**config.mk**
```make
export PLATFORM = sky130hd
export DESIGN_NAME = rxn_timer_core
export DESIGN_NICKNAME = d
export VERILOG_FILES = /design/src/rtl/rxn_timer_core.sv
export SDC_FILE = /design/constraint.sdc
export NUM_CORES = 1
export LEC_CHECK = 0
export ABC_AREA = 1
export CAP_MARGIN = 10
export CORE_ASPECT_RATIO = 1.75
export CORE_MARGIN = 2
export CORE_UTILIZATION = 55
export DETAILED_ROUTE_END_ITERATION = 16
export PLACE_DENSITY = 0.83
export SYNTH_ARGS = -nofsm -noshare
export SYNTH_HDL_FRONTEND = slang
export SYNTH_SLANG_ARGS = --single-unit
export TNS_END_PERCENT = 20
```
**constraint.sdc**
```tcl
create_clock -name clk -period 6 [get_ports clk]
set_input_delay 0.9 -clock clk [delete_from_list [all_inputs] [get_ports clk]]
set_output_delay 0.9 -clock clk [all_outputs]
set_load 0.1 [all_outputs]
```
**src/rtl/rxn_timer_core.sv**
```systemverilog
// N-player reaction-timer engine: randomised go-delay, false-start
// disqualification, timeout, per-player ms times, winner and best time.
`timescale 1ns/1ps
module rxn_timer_core #(
    parameter int          NUM_PLAYERS  = 2,
    parameter int          CLK_HZ       = 100000000,
    parameter int          TIME_W       = 14,
    parameter int          MIN_DELAY_MS = 1000,
    parameter int          DELAY_BITS   = 11,
    parameter int          TIMEOUT_MS   = 9999,
    parameter logic [15:0] SEED         = 16'hACE1
) (
    input  logic                          clk,
    input  logic                          reset,
    input  logic                          start,
    input  logic [NUM_PLAYERS-1:0]        btn,
    output logic                          led_go,
    output logic                          busy,
    output logic [1:0]                    state,
    output logic                          done,
    output logic [2:0]                    winner,
    output logic                          winner_valid,
    output logic [NUM_PLAYERS-1:0]        false_start,
    output logic [NUM_PLAYERS*TIME_W-1:0] react_ms,
    output logic [TIME_W-1:0]             best_ms
);

    localparam int              TICK_DIV = CLK_HZ / 1000;
    localparam logic [TIME_W-1:0] TMAX   = '1;
    localparam logic [TIME_W-1:0] TOUT   = TIME_W'(TIMEOUT_MS);

    typedef enum logic [1:0] {
        S_IDLE = 2'b00,
        S_ARM  = 2'b01,
        S_GO   = 2'b10,
        S_DONE = 2'b11
    } state_t;

    state_t                  state_q, state_d;
    logic [NUM_PLAYERS-1:0]  btn_q;
    logic [15:0]             lfsr_q, lfsr_d;
    logic [31:0]             tick_q, tick_d;
    logic [31:0]             ms_q, ms_d, ms_nxt;
    logic [31:0]             delay_q, delay_d;
    logic [NUM_PLAYERS-1:0]  fs_q, fs_d;
    logic [NUM_PLAYERS-1:0]  lat_q, lat_d;
    logic [TIME_W-1:0]       react_q [NUM_PLAYERS];
    logic [TIME_W-1:0]       react_d [NUM_PLAYERS];
    logic [2:0]              winner_q, winner_d;
    logic                    wv_q, wv_d;
    logic [TIME_W-1:0]       win_q, win_d;
    logic [TIME_W-1:0]       best_q, best_d;
    logic                    done_q, done_d;
    logic [NUM_PLAYERS-1:0]  press;
    logic                    tick;

    function automatic logic [TIME_W-1:0] sat(input logic [31:0] v);
        return (v > 32'(TMAX)) ? TMAX : v[TIME_W-1:0];
    endfunction

    assign press  = btn & ~btn_q;
    assign tick   = (tick_q == 32'(TICK_DIV - 1));
    assign ms_nxt = tick ? ms_q + 32'd1 : ms_q;

    always_ff @(posedge clk or posedge reset) begin
        if (reset) begin
            state_q  <= S_IDLE;
            btn_q    <= '0;
            lfsr_q   <= SEED;
            tick_q   <= '0;
            ms_q     <= '0;
            delay_q  <= '0;
            fs_q     <= '0;
            lat_q    <= '0;
            react_q  <= '{default: '0};
            winner_q <= '0;
            wv_q     <= 1'b0;
            win_q    <= '0;
            best_q   <= '1;
            done_q   <= 1'b0;
        end else begin
            state_q  <= state_d;
            btn_q    <= btn;
            lfsr_q   <= lfsr_d;
            tick_q   <= tick_d;
            ms_q     <= ms_d;
            delay_q  <= delay_d;
            fs_q     <= fs_d;
            lat_q    <= lat_d;
            react_q  <= react_d;
            winner_q <= winner_d;
            wv_q     <= wv_d;
            win_q    <= win_d;
            best_q   <= best_d;
            done_q   <= done_d;
        end
    end

    always_comb begin
        state_d  = state_q;
        lfsr_d   = lfsr_q;
        delay_d  = delay_q;
        fs_d     = fs_q;
        lat_d    = lat_q;
        react_d  = react_q;
        winner_d = winner_q;
        wv_d     = wv_q;
        win_d    = win_q;
        best_d   = best_q;
        done_d   = 1'b0;
        tick_d   = tick ? '0 : tick_q + 32'd1;
        ms_d     = ms_nxt;
        unique case (state_q)
            S_IDLE, S_DONE: begin
                if (start) begin
                    delay_d  = 32'(MIN_DELAY_MS)
                             + 32'(lfsr_q[DELAY_BITS-1:0]);
                    lfsr_d   = {1'b0, lfsr_q[15:1]}
                             ^ (lfsr_q[0] ? 16'hB400 : 16'h0000);
                    fs_d     = '0;
                    lat_d    = '0;
                    react_d  = '{default: '0};
                    winner_d = '0;
                    wv_d     = 1'b0;
                    win_d    = '0;
                    state_d  = S_ARM;
                end
            end
            S_ARM: begin
                fs_d = fs_q | press;
                if (&fs_d) begin
                    wv_d    = 1'b0;
                    state_d = S_DONE;
                end else if (ms_nxt >= delay_q) begin
                    state_d = S_GO;
                end
            end
            S_GO: begin
                // Ascending scan: on a simultaneous press the lowest index wins.
                for (int i = 0; i < NUM_PLAYERS; i++) begin
                    if (press[i] && !fs_q[i] && !lat_q[i]) begin
                        react_d[i] = sat(ms_q);
                        lat_d[i]   = 1'b1;
                        if (!wv_d) begin
                            wv_d     = 1'b1;
                            winner_d = 3'(i);
                            win_d    = sat(ms_q);
                        end
                    end
                end
                if (ms_q >= 32'(TIMEOUT_MS)) begin
                    for (int i = 0; i < NUM_PLAYERS; i++) begin
                        if (!lat_d[i] && !fs_q[i]) react_d[i] = TOUT;
                    end
                    state_d = S_DONE;
                end else if (&(lat_d | fs_q)) begin
                    state_d = S_DONE;
                end
            end
            default: ;
        endcase
        if (state_d != state_q) begin
            tick_d = '0;
            ms_d   = '0;
        end
        if (state_d == S_DONE && state_q != S_DONE) begin
            done_d = 1'b1;
            if (wv_d && win_d < best_q) best_d = win_d;
        end
    end

    always_comb begin
        led_go = (state_q == S_GO);
        busy   = (state_q == S_ARM) || (state_q == S_GO);
    end

    assign state        = state_q;
    assign done         = done_q;
    assign winner       = winner_q;
    assign winner_valid = wv_q;
    assign false_start  = fs_q;
    assign best_ms      = best_q;

    for (genvar g = 0; g < NUM_PLAYERS; g++) begin : g_react
        assign react_ms[g*TIME_W +: TIME_W] = react_q[g];
    end

endmodule

```
# Yosys cells after proc, flatten, opt, wreduce, memory -nomap -nowiden

Cells that the tools add are included.

Register bits after elaboration: 181
Bits in latches: 0
Memory bits (writable): 0
ROM bits: 0
Input port bits: 5
Output and inout port bits: 53
Logic and storage cells: 105
Memories kept: 0

Add/sub/neg operators: 3
$mul: 0
Divide/modulo/power cells: 0
Magnitude comparators: 4
Equality and inequality tests: 8
Shifts and indexed selects: 0
Multiplexer cells: 45
Bitwise gates (word level): 5
Reduce and logical (&&, ||, !) cells: 25

Operators with widths:

| operator                                                                               | number |
|---|---|
| 14-bit two-way mux                                                                     | 10 |
| 32-bit two-way mux                                                                     | 4 |
| 32-bit by 1-bit adder with 32-bit output (second input constant)                       | 2 |
| 28-bit two-way mux                                                                     | 2 |
| 28-bit one-hot mux with 2 select lines                                                 | 1 |
| 32-bit by 17-bit equality test with 1-bit output (second input constant)               | 1 |
| 32-bit by 14-bit greater-or-equal comparator with 1-bit output (second input constant) | 1 |
| 32-bit greater-or-equal comparator                                                     | 1 |
| 32-bit by 14-bit > comparator with 1-bit output (second input constant)                | 1 |
| 14-bit one-hot mux with 2 select lines                                                 | 1 |
| 16-bit two-way mux                                                                     | 1 |
| 15-bit by 16-bit bitwise XOR with 16-bit output                                        | 1 |
| 3-bit two-way mux                                                                      | 5 |
| 14-bit < comparator                                                                    | 1 |
| 10-bit by 11-bit adder with 12-bit output (first input constant)                       | 1 |
| 2-bit two-way mux                                                                      | 6 |
| 2-bit AND reduction                                                                    | 6 |
| 1-bit two-way mux                                                                      | 10 |
| 1-bit logical AND                                                                      | 8 |
| 2-bit one-hot mux with 2 select lines                                                  | 2 |
| 2-bit equality test (second input constant)                                            | 3 |
| 1-bit zero test                                                                        | 6 |
| 2-bit one-hot mux with 3 select lines                                                  | 1 |
| 3-bit one-hot mux with 2 select lines                                                  | 1 |
| 11 further kinds                                                                       | 14 |

# Logic depth before layout (Yosys ltp)

Word-level depth: 14
Mapped depth: 30
Mapped depth without buffers: 28

# Worst setup path before layout

OpenSTA, ideal clock, no wires.

Path kind: reg2reg
Start point: reg state_q[0], in the netlist state[0]
End point: reg best_q[0], in the netlist best_ms[0]
Library setup time: 0.077 ns
Arrival: 4.661 ns
Data required time: 5.923 ns
Path slack: 1.261 ns
Cell stages (with the launch flop): 22
Buffers on the path: 2
Clock period less this slack: 4.739 ns
Path through: dfrtp_1 -> inv_1 -> ha_1 -> inv_1 -> nor2_1 -> inv_1 -> nand3_1 -> clkbuf_1 -> nand2_1 -> o21ai_0 -> ha_1 -> a21oi_1 -> nor2_1 -> a211oi_1 -> o21ai_0 -> nand3_1 -> nand3_1 -> a21oi_1 -> nand4_1 -> buf_2 -> nand2_1 -> nand2_1

Longest elaborated chain between the ends: 6
Elaborated cells between the ends (all ways): 19
Classes of those cells: order compare (1); eq/ne (5); mux (8); reduce/logical (5)

Ends and longest elaborated chain:

| element                                                | RTL line | text |
|---|---|---|
| start: declaration                                     | 39       | `state_t state_q, state_d;` |
| start signal: assignment                               | 82       | `state_q <= state_d;` |
| 2-bit equality test or 2-bit zero test (tied branches) | 113      | `unique case (state_q)` |
| 2-bit OR reduction                                     | 113      |  |
| 14-bit one-hot mux with 2 select lines *               | 113      |  |
| named net win_d[7]                                     | 51       | `logic [TIME_W-1:0] win_q, win_d;` |
| 14-bit < comparator *                                  | 168      | `if (wv_d && win_d < best_q) best_d = win_d;` |
| 1-bit logical AND *                                    | 168      |  |
| 2-bit AND reduction (no line) *                        | -        |  |
| end signal: assignment                                 | 94       | `best_q <= best_d;` |
| end: declaration                                       | 52       | `logic [TIME_W-1:0] best_q, best_d;` |

Mark *: on every way through the listed nets, which the timed path passes. The rest lies on a longest branch.
A chain may end at the register's enable or synchronous reset.

# Worst setup path after layout

Start point: in btn[0]
End point: reg best_q[10], in the netlist best_ms[10]

Elaborated cells between the ends (all ways): 27
Classes of those cells: order compare (1); eq/ne (1); mux (15); bitwise (3); reduce/logical (7)

RTL lines:

| element                                  | RTL line | text |
|---|---|---|
| start: declaration                       | 16       | `input logic [NUM_PLAYERS-1:0] btn,` |
| 2-bit bitwise AND *                      | 61       | `assign press = btn & ~btn_q;` |
| 1-bit logical AND * (2 in a row)         | 141      | `if (press[i] && !fs_q[i] && !lat_q[i]) begin` |
| 1-bit two-way mux                        | 141      |  |
| 1-bit two-way mux                        | 113      |  |
| 14-bit two-way mux                       | 144      | `if (!wv_d) begin` |
| 14-bit two-way mux *                     | 141      |  |
| 14-bit one-hot mux with 2 select lines * | 113      |  |
| named net win_d[7]                       | 51       |  |
| 14-bit < comparator *                    | 168      |  |
| 1-bit logical AND *                      | 168      |  |
| 2-bit AND reduction (no line) *          | -        |  |

Mark *: on every way through the listed nets, which the timed path passes. The rest lies on a longest branch. The select of a mux whose other input is x is not followed.

==> key figures <==
Drt
  – Post-DR wirelength/cell: 16.2 um
  – Average vias per placed instance: 5.50
  – Detailed-route wire length: 24,400 um
  – Number of vias after detailed routing: 8,303
  – Number of DRC violations after detailed routing: 0
  – Number of nets with antenna violations after routing: 0
  – Detailed Routing Iterations Pass 1: 5
  – Count of routing violations after the opening detailed-route iteration: 562

Worst hold path
  – Hold/Removal Path Class: reg -> reg
  – Startpoint of the most critical hold path: best_ms[2]$_DFFE_PP1P_
  – Number of cells on the worst hold path: 2
  – Hold-critical path endpoint: best_ms[2]$_DFFE_PP1P_

Clocking
  – Setup Fix Bufs, Post-CTS: 0
  – Clock network latency to the later pin of the worst-skew pair: 430 ps
  – Clock tree from TritonCTS: done
  – TritonCTS Buffers: 17
  – Worst-path clk slew: 60 ps
  – Post-cts resize count: 0
  – # H-tree levels: 4
  – CTS root buf: clkbuf_16
  – Bufs on Longest Clock Path: 2
  – Clk sinks: 160
  – Number of hold-repair buffers added at the cts stage: 0

Floorplan
  – Die height: 175 um
  – Die area: 17,700 um2
  – Area of the core region: 16,400 um2
  – Number of placed I/O pins: 58
  – FP Rows: 62
  – Die extent in x: 102 um
  – Initial cell density of the core: 0.559

Timing
  – Setup repair after global routing missed its margin: false
  – Relative slew slack: 0.317
  – Final period util: 0.841
  – Worst Tran Pin Value: 1020 ps
  – Count of final max-slew check failures: 0
  – Aggregate negative setup slack: 0 ps
  – Setup-violating endpoint count in the final report: 0
  – Maximum clock frequency: 198 MHz
  – Final min period: 5040 ps
  – Hold Violations, Final: 0
  – Max Clock Skew: 11.8 ps

Setup path
  – Startpoint of the most critical register-to-register path: tick_q[0]$_DFF_PP0_
  – CP required: 6360 ps
  – Type of destination of the critical path: register
  – Worst reg-to-reg path cell count: 28
  – Setup slack of the worst register-to-register path: 1050 ps
  – Worst r2r dst: tick_q[21]$_DFF_PP0_
  – Worst endpoint data arrival time: 5410 ps
  – Startpoint type of the worst setup path: primary input
  – Worst-path fanout max: 14
  – Setup CP Type: in -> reg

Yosys
  – Mean area per synthesized cell: 7.49 um2
  – Most area-hungry cell type in the Yosys netlist: dfrtp_1
  – Net count of the mapped netlist: 1,259
  – Yosys top cell area share: 0.377
  – Yosys synthesis warning count: 0
  – Most area-consuming cells after synthesis: dfrtp_1, nand2_1, nor2_1, inv_1, dfstp_2
  – Share of synthesized area occupied by flip-flops and latches: 0.440
  – Post-Synthesis Cells: 1,223
  – Unique cell type count in the Yosys netlist: 43
  – Number of flip-flops and latches in the synthesized netlist: 160
  – Netlist Area Pre-Place: 9160 um2

Cells and area
  – Fraction of final layout cells sized beyond drive strength 1: 0.0855
  – Antenna cells: 0
  – Share of the core filled with cells: 0.643
  – Count of nets after finishing: 1,309
  – Area delta synth->final: 15.0%
  – Most frequent cells in the layout: nand2_1, nor2_1, inv_1, dfrtp_1, o21ai_0
  – Commonest non-fill, non-tap cell in the layout: nand2_1

Status
  – Run status: completed

Power and ir drop
  – Worst ir drop on vdd: 0.632 mV
  – Static power due to leakage: 0.00482 uW
  – Comb power frac: 0.343
  – Sw Ratio: 0.405
  – Pwr per Cell Area: 352 nW/um2
  – Internal Pwr Total: 2210 uW
  – Clk network pwr share: 0.315
  – Sw power: 1500 uW
  – Register share of total power: 0.342

Global route
  – Global-route wire length before repair: 39,800 um
  – Antenna violations before repair: 0
  – Maximum number of pins on one net before global-route repair: 68
  – Total overflow reported by the global router: 0
  – Number of global-route vias before repair: 8,208
  – Aggregate global-route resource usage: 0.288

Placement
  – Half-perimeter wire length after detailed placement: 17,700 um
  – Placer's final routability congestion estimate: 0.972
  – Number of buffer cells added on primary ports: 57

Job
  – # Max-Cap Violations: 0
## state kept, by name, summed over array words and instances, names as in the netlist, 2 cells and up
signal / cells
btn_q: 2
react_ms: 28
lfsr_q: 16
delay_q: 11
winner: 3
false_start: 2
win_q: 14
state: 2
tick_q: 32
best_ms: 14
ms_q: 32
lat_q: 2
## area by class of cell
cell class	instances	area, um2
Inverter	173	654
Sequential cell	160	4030
Multi-Input combinational cell	855	4280
Clock buffer	20	447
Timing Repair Buffer	66	651
Fill cell	1366	5840
Tap cell	224	280
Clock inverter	12	183
## stage by stage
stage	cells	power, uW	setup WS [ps]	area (um2)	hold WS (ps)
6_report	1510	3710	955	10500	474
5_1_grt	1510	3890	523	10500	485
4_1_cts	1510	3720	986	10500	475
3_5_place_dp	1478	2540	588	9900	465
3_3_place_gp	1478	2520	939	9900	454
2_1_floorplan	1223	2290	816	9160	443
## worst max-delay path by stage
stage	from	depth (start not counted)	slack [ps]	end
after floorplan	reset	1	820	btn_q[0]$_DFF_PP0_
after global placement	btn[0]	21	940	best_ms[3]$_DFFE_PP1P_
after detailed placement	btn[0]	21	590	best_ms[10]$_DFFE_PP1P_
after CTS	btn[0]	21	990	best_ms[10]$_DFFE_PP1P_
after global routing	tick_q[0]$_DFF_PP0_	28	520	tick_q[28]$_DFF_PP0_
final	btn[0]	21	960	best_ms[10]$_DFFE_PP1P_
## cells by family (layout without fill, tap and decap cells)
family / count (synthesis) / after routing / share of synthesized area
fa+ha+maj: 31 / 31 / 0.0424
flops: 160 / 160 / 0.440
buf+inv: 208 / 271 / 0.0921
simple gates: 629 / 629 / 0.290
compound gates: 155 / 155 / 0.0970
xor+xnor: 40 / 40 / 0.0383
## Yosys cell counts (all sizes together)
| library cell | instances |
|---|---|
| dfrtp | 138 |
| nand4 | 28 |
| a31oi | 2 |
| o211ai | 2 |
| a211oi | 3 |
| o21ai | 69 |
| nand2 | 308 |
| o31ai | 2 |
| a22o | 1 |
| o22ai | 17 |
| inv | 173 |
| a2bb2oi | 1 |
| nor3b | 1 |
| ha | 31 |
| a22oi | 1 |
| o21bai | 2 |
| clkbuf | 19 |
| nor3 | 21 |
| buf | 16 |
| and2 | 3 |
| a31o | 1 |
| o2111ai | 1 |
| a21oi | 43 |
| nor4 | 5 |
| nor2 | 209 |
| xor2 | 32 |
| nand3 | 50 |
| or2 | 3 |
| nand3b | 1 |
| dfstp | 22 |
| xnor2 | 8 |
| o41ai | 10 |
## critical path: stages
cell and delay [ps]:
clkdlybuf4s50_1 490, inv_1 60, nor3_1 340, nand2_1 260, inv_1 360, nand2_1 170, nand3_1 100, nand3_1 370
nand2_1 180, o21ai_0 170, ha_1 340, a21oi_1 160, nor2_1 60, a211oi_1 180, o21ai_0 100, nand3_1 80
nand3_1 70, a21oi_1 190, nand4_1 490, nand2_1 240, nand2_1 80
## power by group through the flow
stage | logic (uW) | clock network [uW] | registers, uW
after global routing | 1380 | 1230 | 1280
after CTS | 1270 | 1180 | 1270
after detailed placement | 1250 | 0 | 1280
after floorplan | 884 | 0 | 1410
final | 1270 | 1170 | 1270
after global placement | 1230 | 0 | 1280
## metal layers
metal  global-route usage  wire length (um)  up-vias
met4                0.154              1410        0
li1                     -                 -     3993
met5                    0                 0        -
met2                0.527             13300      259
met1                0.302              8810     3951
met3               0.0500               944      100
Power figures use the tool's default switching activity.
